$ cat config.mk
export PLATFORM = sky130hd
export DESIGN_NAME = zbs_bit_decoder
export DESIGN_NICKNAME = d
export VERILOG_FILES = /design/src/rtl/zbb_pkg.sv /design/src/rtl/bit_idx_dec.sv /design/src/rtl/zbs_bit_decoder.sv
export SDC_FILE = /design/constraint.sdc
export NUM_CORES = 1
export LEC_CHECK = 0
export BUFFER_PORTS_ARGS = -buffer_cell sky130_fd_sc_hd__buf_2
export CAP_MARGIN = 15
export CORE_MARGIN = 2
export CORE_UTILIZATION = 49
export CTS_CLUSTER_SIZE = 14
export DETAILED_ROUTE_END_ITERATION = 12
export PLACE_DENSITY_LB_ADDON = 0.2
export SYNTH_ARGS = -nofsm -noshare
export SYNTH_HDL_FRONTEND = slang
export SYNTH_HIERARCHICAL = 1
export SYNTH_SLANG_ARGS = --single-unit
$ cat constraint.sdc
create_clock -name clk -period 4.82 [get_ports clk]
set_clock_uncertainty 0.15 [all_clocks]
set_input_delay 0.241 -clock clk [delete_from_list [all_inputs] [get_ports clk]]
set_output_delay 0.241 -clock clk [all_outputs]
set_load 0.005 [all_outputs]
$ cat src/rtl/zbb_pkg.sv
// Shared constants for the RV32IM_Zbb execute-stage bit-manipulation units.
// Op codes, widths and helpers used by the Zbs single-bit path.
package zbb_pkg;

   localparam int XLEN = 32;

   typedef logic [1:0] zbs_op_t;

   localparam zbs_op_t OP_BSET = 2'b00;
   localparam zbs_op_t OP_BCLR = 2'b01;
   localparam zbs_op_t OP_BINV = 2'b10;
   localparam zbs_op_t OP_BEXT = 2'b11;

   // Zbb/Zbs instruction encoding fields
   localparam logic [6:0] OPC_OP     = 7'b0110011;
   localparam logic [6:0] OPC_OP_IMM = 7'b0010011;
   localparam logic [6:0] F7_BSET    = 7'b0010100;
   localparam logic [6:0] F7_BCLR    = 7'b0100100;
   localparam logic [6:0] F7_BINV    = 7'b0110100;
   localparam logic [6:0] F7_BEXT    = 7'b0100100;
   localparam logic [2:0] F3_BSCI    = 3'b001;
   localparam logic [2:0] F3_BEXT    = 3'b101;

   function automatic int idx_w(input int w);
      return $clog2(w);
   endfunction

   localparam int XLEN_IDX_W = idx_w(XLEN);

endpackage

$ cat src/rtl/bit_idx_dec.sv
// Bit-index to one-hot decoder, inverse of the trailing-zero encoder.
// Purely combinational; shared with the shift/rotate path.
module bit_idx_dec #(
   parameter int IDX_W = 5
) (
   input  logic [IDX_W-1:0]    idx,
   output logic [2**IDX_W-1:0] onehot
);

   for (genvar i = 0; i < 2**IDX_W; i++) begin : g_bit
      assign onehot[i] = (idx == IDX_W'(i));
   end

endmodule

$ cat src/rtl/zbs_bit_decoder.sv
// Two-stage Zbs unit: S1 registers op/rs1/one-hot mask, S2 registers
// the BSET/BCLR/BINV/BEXT result. Valid/ready on both sides.
module zbs_bit_decoder
   import zbb_pkg::*;
#(
   parameter int DATA_WIDTH = 32,
   parameter int IDX_W      = idx_w(DATA_WIDTH)
) (
   input  logic                  clk,
   input  logic                  rst_n,
   input  logic                  flush,
   input  logic                  in_valid,
   output logic                  in_ready,
   input  logic [1:0]            in_op,
   input  logic [DATA_WIDTH-1:0] in_rs1,
   input  logic [DATA_WIDTH-1:0] in_rs2,
   output logic                  out_valid,
   input  logic                  out_ready,
   output logic [DATA_WIDTH-1:0] out_result,
   output logic [DATA_WIDTH-1:0] out_mask
);

   logic                  s1_valid;
   zbs_op_t               s1_op;
   logic [DATA_WIDTH-1:0] s1_rs1;
   logic [DATA_WIDTH-1:0] s1_mask;

   logic                  s2_valid;
   logic [DATA_WIDTH-1:0] s2_result;
   logic [DATA_WIDTH-1:0] s2_mask;

   logic                  s2_free;
   logic                  s1_adv;
   logic                  accept;
   logic [DATA_WIDTH-1:0] dec_mask;
   logic [DATA_WIDTH-1:0] op_result;

   logic unused_rs2;
   assign unused_rs2 = ^in_rs2[DATA_WIDTH-1:IDX_W];

   bit_idx_dec #(
      .IDX_W (IDX_W)
   ) u_dec (
      .idx    (in_rs2[IDX_W-1:0]),
      .onehot (dec_mask)
   );

   // in_ready must not look at in_valid or flush
   assign s2_free  = !s2_valid || out_ready;
   assign s1_adv   = s1_valid && s2_free;
   assign in_ready = !s1_valid || s2_free;
   assign accept   = in_valid && in_ready && !flush;

   always_comb begin
      op_result = '0;
      unique case (s1_op)
         OP_BSET: op_result = s1_rs1 | s1_mask;
         OP_BCLR: op_result = s1_rs1 & ~s1_mask;
         OP_BINV: op_result = s1_rs1 ^ s1_mask;
         OP_BEXT: op_result = {{(DATA_WIDTH-1){1'b0}},
                               |(s1_rs1 & s1_mask)};
         default: op_result = '0;
      endcase
   end

   always_ff @(posedge clk or negedge rst_n) begin
      if (!rst_n) begin
         s1_valid <= 1'b0;
         s1_op    <= OP_BSET;
         s1_rs1   <= '0;
         s1_mask  <= '0;
      end else if (flush) begin
         s1_valid <= 1'b0;
      end else if (accept) begin
         s1_valid <= 1'b1;
         s1_op    <= in_op;
         s1_rs1   <= in_rs1;
         s1_mask  <= dec_mask;
      end else if (s1_adv) begin
         s1_valid <= 1'b0;
      end
   end

   // S2 data only moves when S2 is free, so a stalled result holds
   always_ff @(posedge clk or negedge rst_n) begin
      if (!rst_n) begin
         s2_valid  <= 1'b0;
         s2_result <= '0;
         s2_mask   <= '0;
      end else if (flush) begin
         s2_valid <= 1'b0;
      end else if (s1_adv) begin
         s2_valid  <= 1'b1;
         s2_result <= op_result;
         s2_mask   <= s1_mask;
      end else if (out_ready) begin
         s2_valid <= 1'b0;
      end
   end

   assign out_valid  = s2_valid;
   assign out_result = s2_result;
   assign out_mask   = s2_mask;

endmodule

After elaboration in Yosys (flattened, before gate mapping)
Cells that the tools add are included.
- add/sub/neg operators: 0
- multiply operators: 0
- multiplexer cells: 7
- magnitude comparators: 0
- bitwise logic cells: 6
- equality and inequality tests: 34
- divide/modulo/power cells: 0
- reduce and logical (&&, ||, !) cells: 15
- shifts and indexed selects: 0
- operators with widths (cell ; count):
    $pmux 32 s4 ; 1
    $eq 5x5->1 const B ; 16
    $and 32x32->32 ; 2
    $eq 5x4->1 const B ; 8
    $not 32->32 ; 1
    $or 32x32->32 ; 1
    $reduce_or 32->1 ; 1
    $xor 32x32->32 ; 1
    $eq 5x3->1 const B ; 4
    $eq 5x2->1 const B ; 2
    $mux 1 ; 6
    $reduce_bool 3->1 ; 2
    $eq 5x1->1 const B ; 1
    $logic_not 5->1 ; 1
    $eq 2x2->1 const B ; 2
    $reduce_and 2->1 ; 2
    $logic_and 1x1->1 ; 3
    $logic_not 1->1 ; 3
    $eq 2x1->1 const B ; 1
    $logic_not 2->1 ; 1
    $logic_or 1x1->1 ; 2
    $not 1->1 ; 1
- bits in registers: 132
- memory bits (writable): 0
- memories kept: 0
- output and inout port bits: 66
- bits in read-only memories: 0
- latch bits: 0

Depth between registers and ports, before layout
- word-level depth: 7
- depth in mapped cells: 6
- mapped depth without buffers: 6

Hierarchy
The synthesis kept the hierarchy.
- modules (own cells, without submodules) (module ; times used ; cells an instance ; area an instance (um^2)):
    zbs_bit_decoder ; 1 ; 616 ; 7085.5
    bit_idx_dec ; 1 ; 47 ; 221.5

Worst setup path before layout
Ideal clock, no wire load.
- path type: register to register
- from: register s2_valid, in the netlist out_valid
- to: register s1_mask[0]
- library setup time: 0.125 ns
- arrival time: 1.349 ns
- slack: 3.196 ns
- clock period less this slack: 1.624 ns
- stages on the path, launching flop included: 7
- cells stage by stage: dfrtp_1 nor2b_4 nand2_2 nand3b_1 buf_6 buf_6 mux2_2
- longest elaborated chain between the ends: 6
- RTL lines (element ; RTL line ; RTL):
    start: declaration ; zbs_bit_decoder.sv:28 ; logic s2_valid;
    start signal: assignment ; zbs_bit_decoder.sv:87 ; s2_valid <= 1'b0;
    start signal: assignment ; zbs_bit_decoder.sv:91 ; s2_valid <= 1'b0;
    start signal: assignment ; zbs_bit_decoder.sv:93 ; s2_valid <= 1'b1;
    $logic_not 1->1 ; zbs_bit_decoder.sv:49 ; assign s2_free = !s2_valid || out_ready;
    $logic_or 1x1->1 ; zbs_bit_decoder.sv:49 ;
    $logic_or 1x1->1 ; zbs_bit_decoder.sv:51 ; assign in_ready = !s1_valid || s2_free;
    via in_ready ; zbs_bit_decoder.sv:13 ; output logic in_ready,
    $logic_and 1x1->1 (2 in series) ; zbs_bit_decoder.sv:52 ; assign accept = in_valid && in_ready && !flush;
    $reduce_and 2->1 (no line) ; - ;
    end signal: assignment ; zbs_bit_decoder.sv:78 ; s1_mask <= dec_mask;
    end: declaration ; zbs_bit_decoder.sv:26 ; logic [DATA_WIDTH-1:0] s1_mask;
The timed path passes the listed nets, and every way through them passes these cells.
A chain may end at the register's enable or synchronous reset.

Worst setup path after layout
- from: input out_ready
- to: register s1_rs1[31]
- longest elaborated chain between the ends: 5
- RTL lines (element ; RTL line ; RTL):
    start: declaration ; zbs_bit_decoder.sv:18 ; input logic out_ready,
    $logic_or 1x1->1 ; zbs_bit_decoder.sv:49 ;
    $logic_or 1x1->1 ; zbs_bit_decoder.sv:51 ;
    $logic_and 1x1->1 (2 in series) ; zbs_bit_decoder.sv:52 ;
    $reduce_and 2->1 (no line) ; - ;
    end signal: assignment ; zbs_bit_decoder.sv:77 ; s1_rs1 <= in_rs1;
    end: declaration ; zbs_bit_decoder.sv:25 ; logic [DATA_WIDTH-1:0] s1_rs1;
No other way between the ends.

==> flow_summary.ini <==
[placement]
gp_congestion = 0.729
dp.cells = 927
hpwlAfterDp_um = 10400
port_buffers = 109

[logic_synthesis]
syn-num-nets = 830
synth_cell_types = 27
syn_area_mm2 = 0.00731
ys_seq_elements = 132
synthCells = 663
ys_seq_area_share_pct = 45.2
syn_avg_cell_area_um2 = 11.0
yosys_warnings = 6

[floorplanning]
core_area_mm2 = 0.0145
io_pins = 137
rows = 44
initial_core_util_pct = 50.3
die_h_um = 126
dieArea_mm2 = 0.0159
die_x_um = 126

[clock_network]
ctsHoldBuffers = 38
cts.path.max_buffers = 2
clkTransAtPathRegs_ps = 60
htree_levels = 4
post-cts-setup-buffers = 0
cts_sinks = 132
cts_resized = 0
cts_inserted_buffers = 17
clock_latency_ps = 420
root_buffer = clkbuf_16
cts_tree = done

[sta]
worst_pin_slew_ps = 1010
maxSlewViolCount = 0
period_share_pct = 46.8
finalHoldViolations = 0
setup_viol = 0
rsz0062_at_grt = no
relSlewSlack_pct = 32.4
finalSetupTns_ps = 0
period_needed_ps = 2260
max_freq_mhz = 443

[setup_path]
arrival_ps = 2400
crit_slowest_cell = buf_4
cpPeakStageDelay_ps = 710
path_buf_inv = 3
worst_setup_path_end_kind = flop
path_cells = dlygate4sd3_1, buf_2, nor2b_4, nand2_2, nand3b_1, buf_4, mux2_2
crit_type = in -> reg
crit_family = buffers and inverters
start_kind = primary input
path_max_fanout = 66
worst_ep_required_time_ps = 4960

[drt]
ant_nets = 0
drt_iter0_markers = 220
drc = 0
avgRoutedWirePerCell_um = 15.8
num_vias = 5111
finalWirelength_um = 15800
avgViaCountPerCell = 5.11
drt_pre_antenna_iters = 4

[global_routing]
grt_pass1_wl_um = 26000
grt_max_degree = 97
grt_overflow = 0
antenna_found_initial = 3
grt_pass1_vias = 5184
grtUsageTotal_pct = 20.7

[flow_run]
maxCapViolCount = 0

[power_and_ir_drop]
leakagePower_nw = 4.48
ir_worst_vdd_uv = 235
power_density_mw_per_mm2 = 382

[cells_and_area]
fin_cells = 1000
nets = 967
area_growth_pct = 23.0
drive_gt1_share_pct = 31.1

[outcome]
status = complete, no violations

[min_path]
holdCritPathClass = in -> reg
synth_stat cells, drive strengths merged:
cell	n	area [um^2]
nor3b	1	18.8
nor3	14	70.1
clkbuf	11	41.3
o211ai	1	7.51
a2bb2oi	18	158
nand3b	4	30.0
or3b	3	33.8
or2	1	6.26
dfrtp	132	3300
a21oi	64	320
nor2	85	319
nor2b	30	195
nand2b	2	12.5
ha	96	1200
nor4	8	50.1
or3	1	6.26
nand3	1	5.00
nand2	2	10.0
buf	24	156
nand4	2	12.5
a31oi	1	6.26
mux2	98	1100
inv	64	240
stage by stage:
| stage | area, um^2 | hold WS [ps] | utilization, % | total power, W | setup WS, ps |
|---|---|---|---|---|---|
| floorplan | 7310 | -205 | - | 0.00176 | 3200 |
| global placement | 7940 | 218 | 54.6 | 0.00197 | 2620 |
| detailed placement | 7940 | 228 | 54.6 | 0.00200 | 2600 |
| CTS | 8980 | 230 | 61.8 | 0.00348 | 2560 |
| global route | 8990 | 272 | 61.8 | 0.00362 | 2420 |
| finish | 8990 | 251 | 61.8 | 0.00344 | 2560 |
per-layer routing:
| metal | up-vias | part of all wire [%] | global-route usage (%) |
|---|---|---|---|
| met4 | 0 | 1.3 | 7.76 |
| met1 | 2522 | 45 | 26.8 |
| met3 | 13 | 3.8 | 5.14 |
| met5 | - | 0 | 0 |
| met2 | 97 | 50 | 33.6 |
| li1 | 2479 | - | - |
kinds of logic (layout without fill, tap and decap cells):
kind of cell	after synthesis	count (layout)	share of synthesized area, %
AOI/OAI and AO/OA	84	84	6.73
other	0	3	0
DFF	132	132	45.2
and+or+nand+nor	154	154	10.5
buffers and inverters	99	249	5.99
adders and majority gates	96	96	16.4
muxes	98	98	15.1
area by class of cell:
class                   count  area (um^2)
repair buffers            153          977
diodes                      3         7.51
well taps                 184          230
clock buffers              22          484
flip-flops and latches    132         3300
clock inverters            10          175
multi-input cells         432         3570
inverters                  64          240
fillers                  1173         5550
worst register-to-register path, cell delays in order (launching register included):
cell and delay (ps):
dfrtp_2 770, buf_4 460, nor2b_2 70, buf_4 270, a21oi_1 230, a31oi_1 120
report_power, final:
part | internal (W) | total (W) | switching [W] | leakage (nW)
Clock | 0.000968 | 0.00143 | 0.000465 | 0.330
Sequential | 0.00124 | 0.00137 | 0.000125 | 1.67
Combinational | 0.000325 | 0.000633 | 0.000307 | 2.48
final timing paths:
path,startpoint,to,slack [ps],depth (start not counted)
hold / removal,in_rs2[4],s1_mask[29],250,4
setup reg to reg,s1_op[1],out_result[0],2570,5
min in group asynchronous,rst_n,s1_op[0],310,2
setup / recovery,out_ready,s1_rs1[31],2560,7
max in group asynchronous,rst_n,out_mask[22],3130,3
hold reg to reg,out_mask[30],out_mask[30],350,1
registers in the layout, indices dropped and copies added (netlist names):
register	flops
out_mask	32
out_result	32
s1_mask	32
s1_rs1	32
s1_op	2
out_valid	1
s1_valid	1
cell usage in the layout (no fill, tap or decap), types with 6 or more instances in the layout:
master         netlist  routed
nor2_1              85      85
a2bb2oi_1           18      18
nor3_1              14      14
nor2b_1             29      28
a21oi_1             64      64
clkbuf_16            0      17
dlygate4sd3_1        0      38
inv_1               64      64
dfrtp_1            132     131
buf_4                2       6
nor4_1               8       8
ha_1                96      96
mux2_2              98      98
buf_2               17     108
Note: power is estimated with default switching activity, not from simulation.
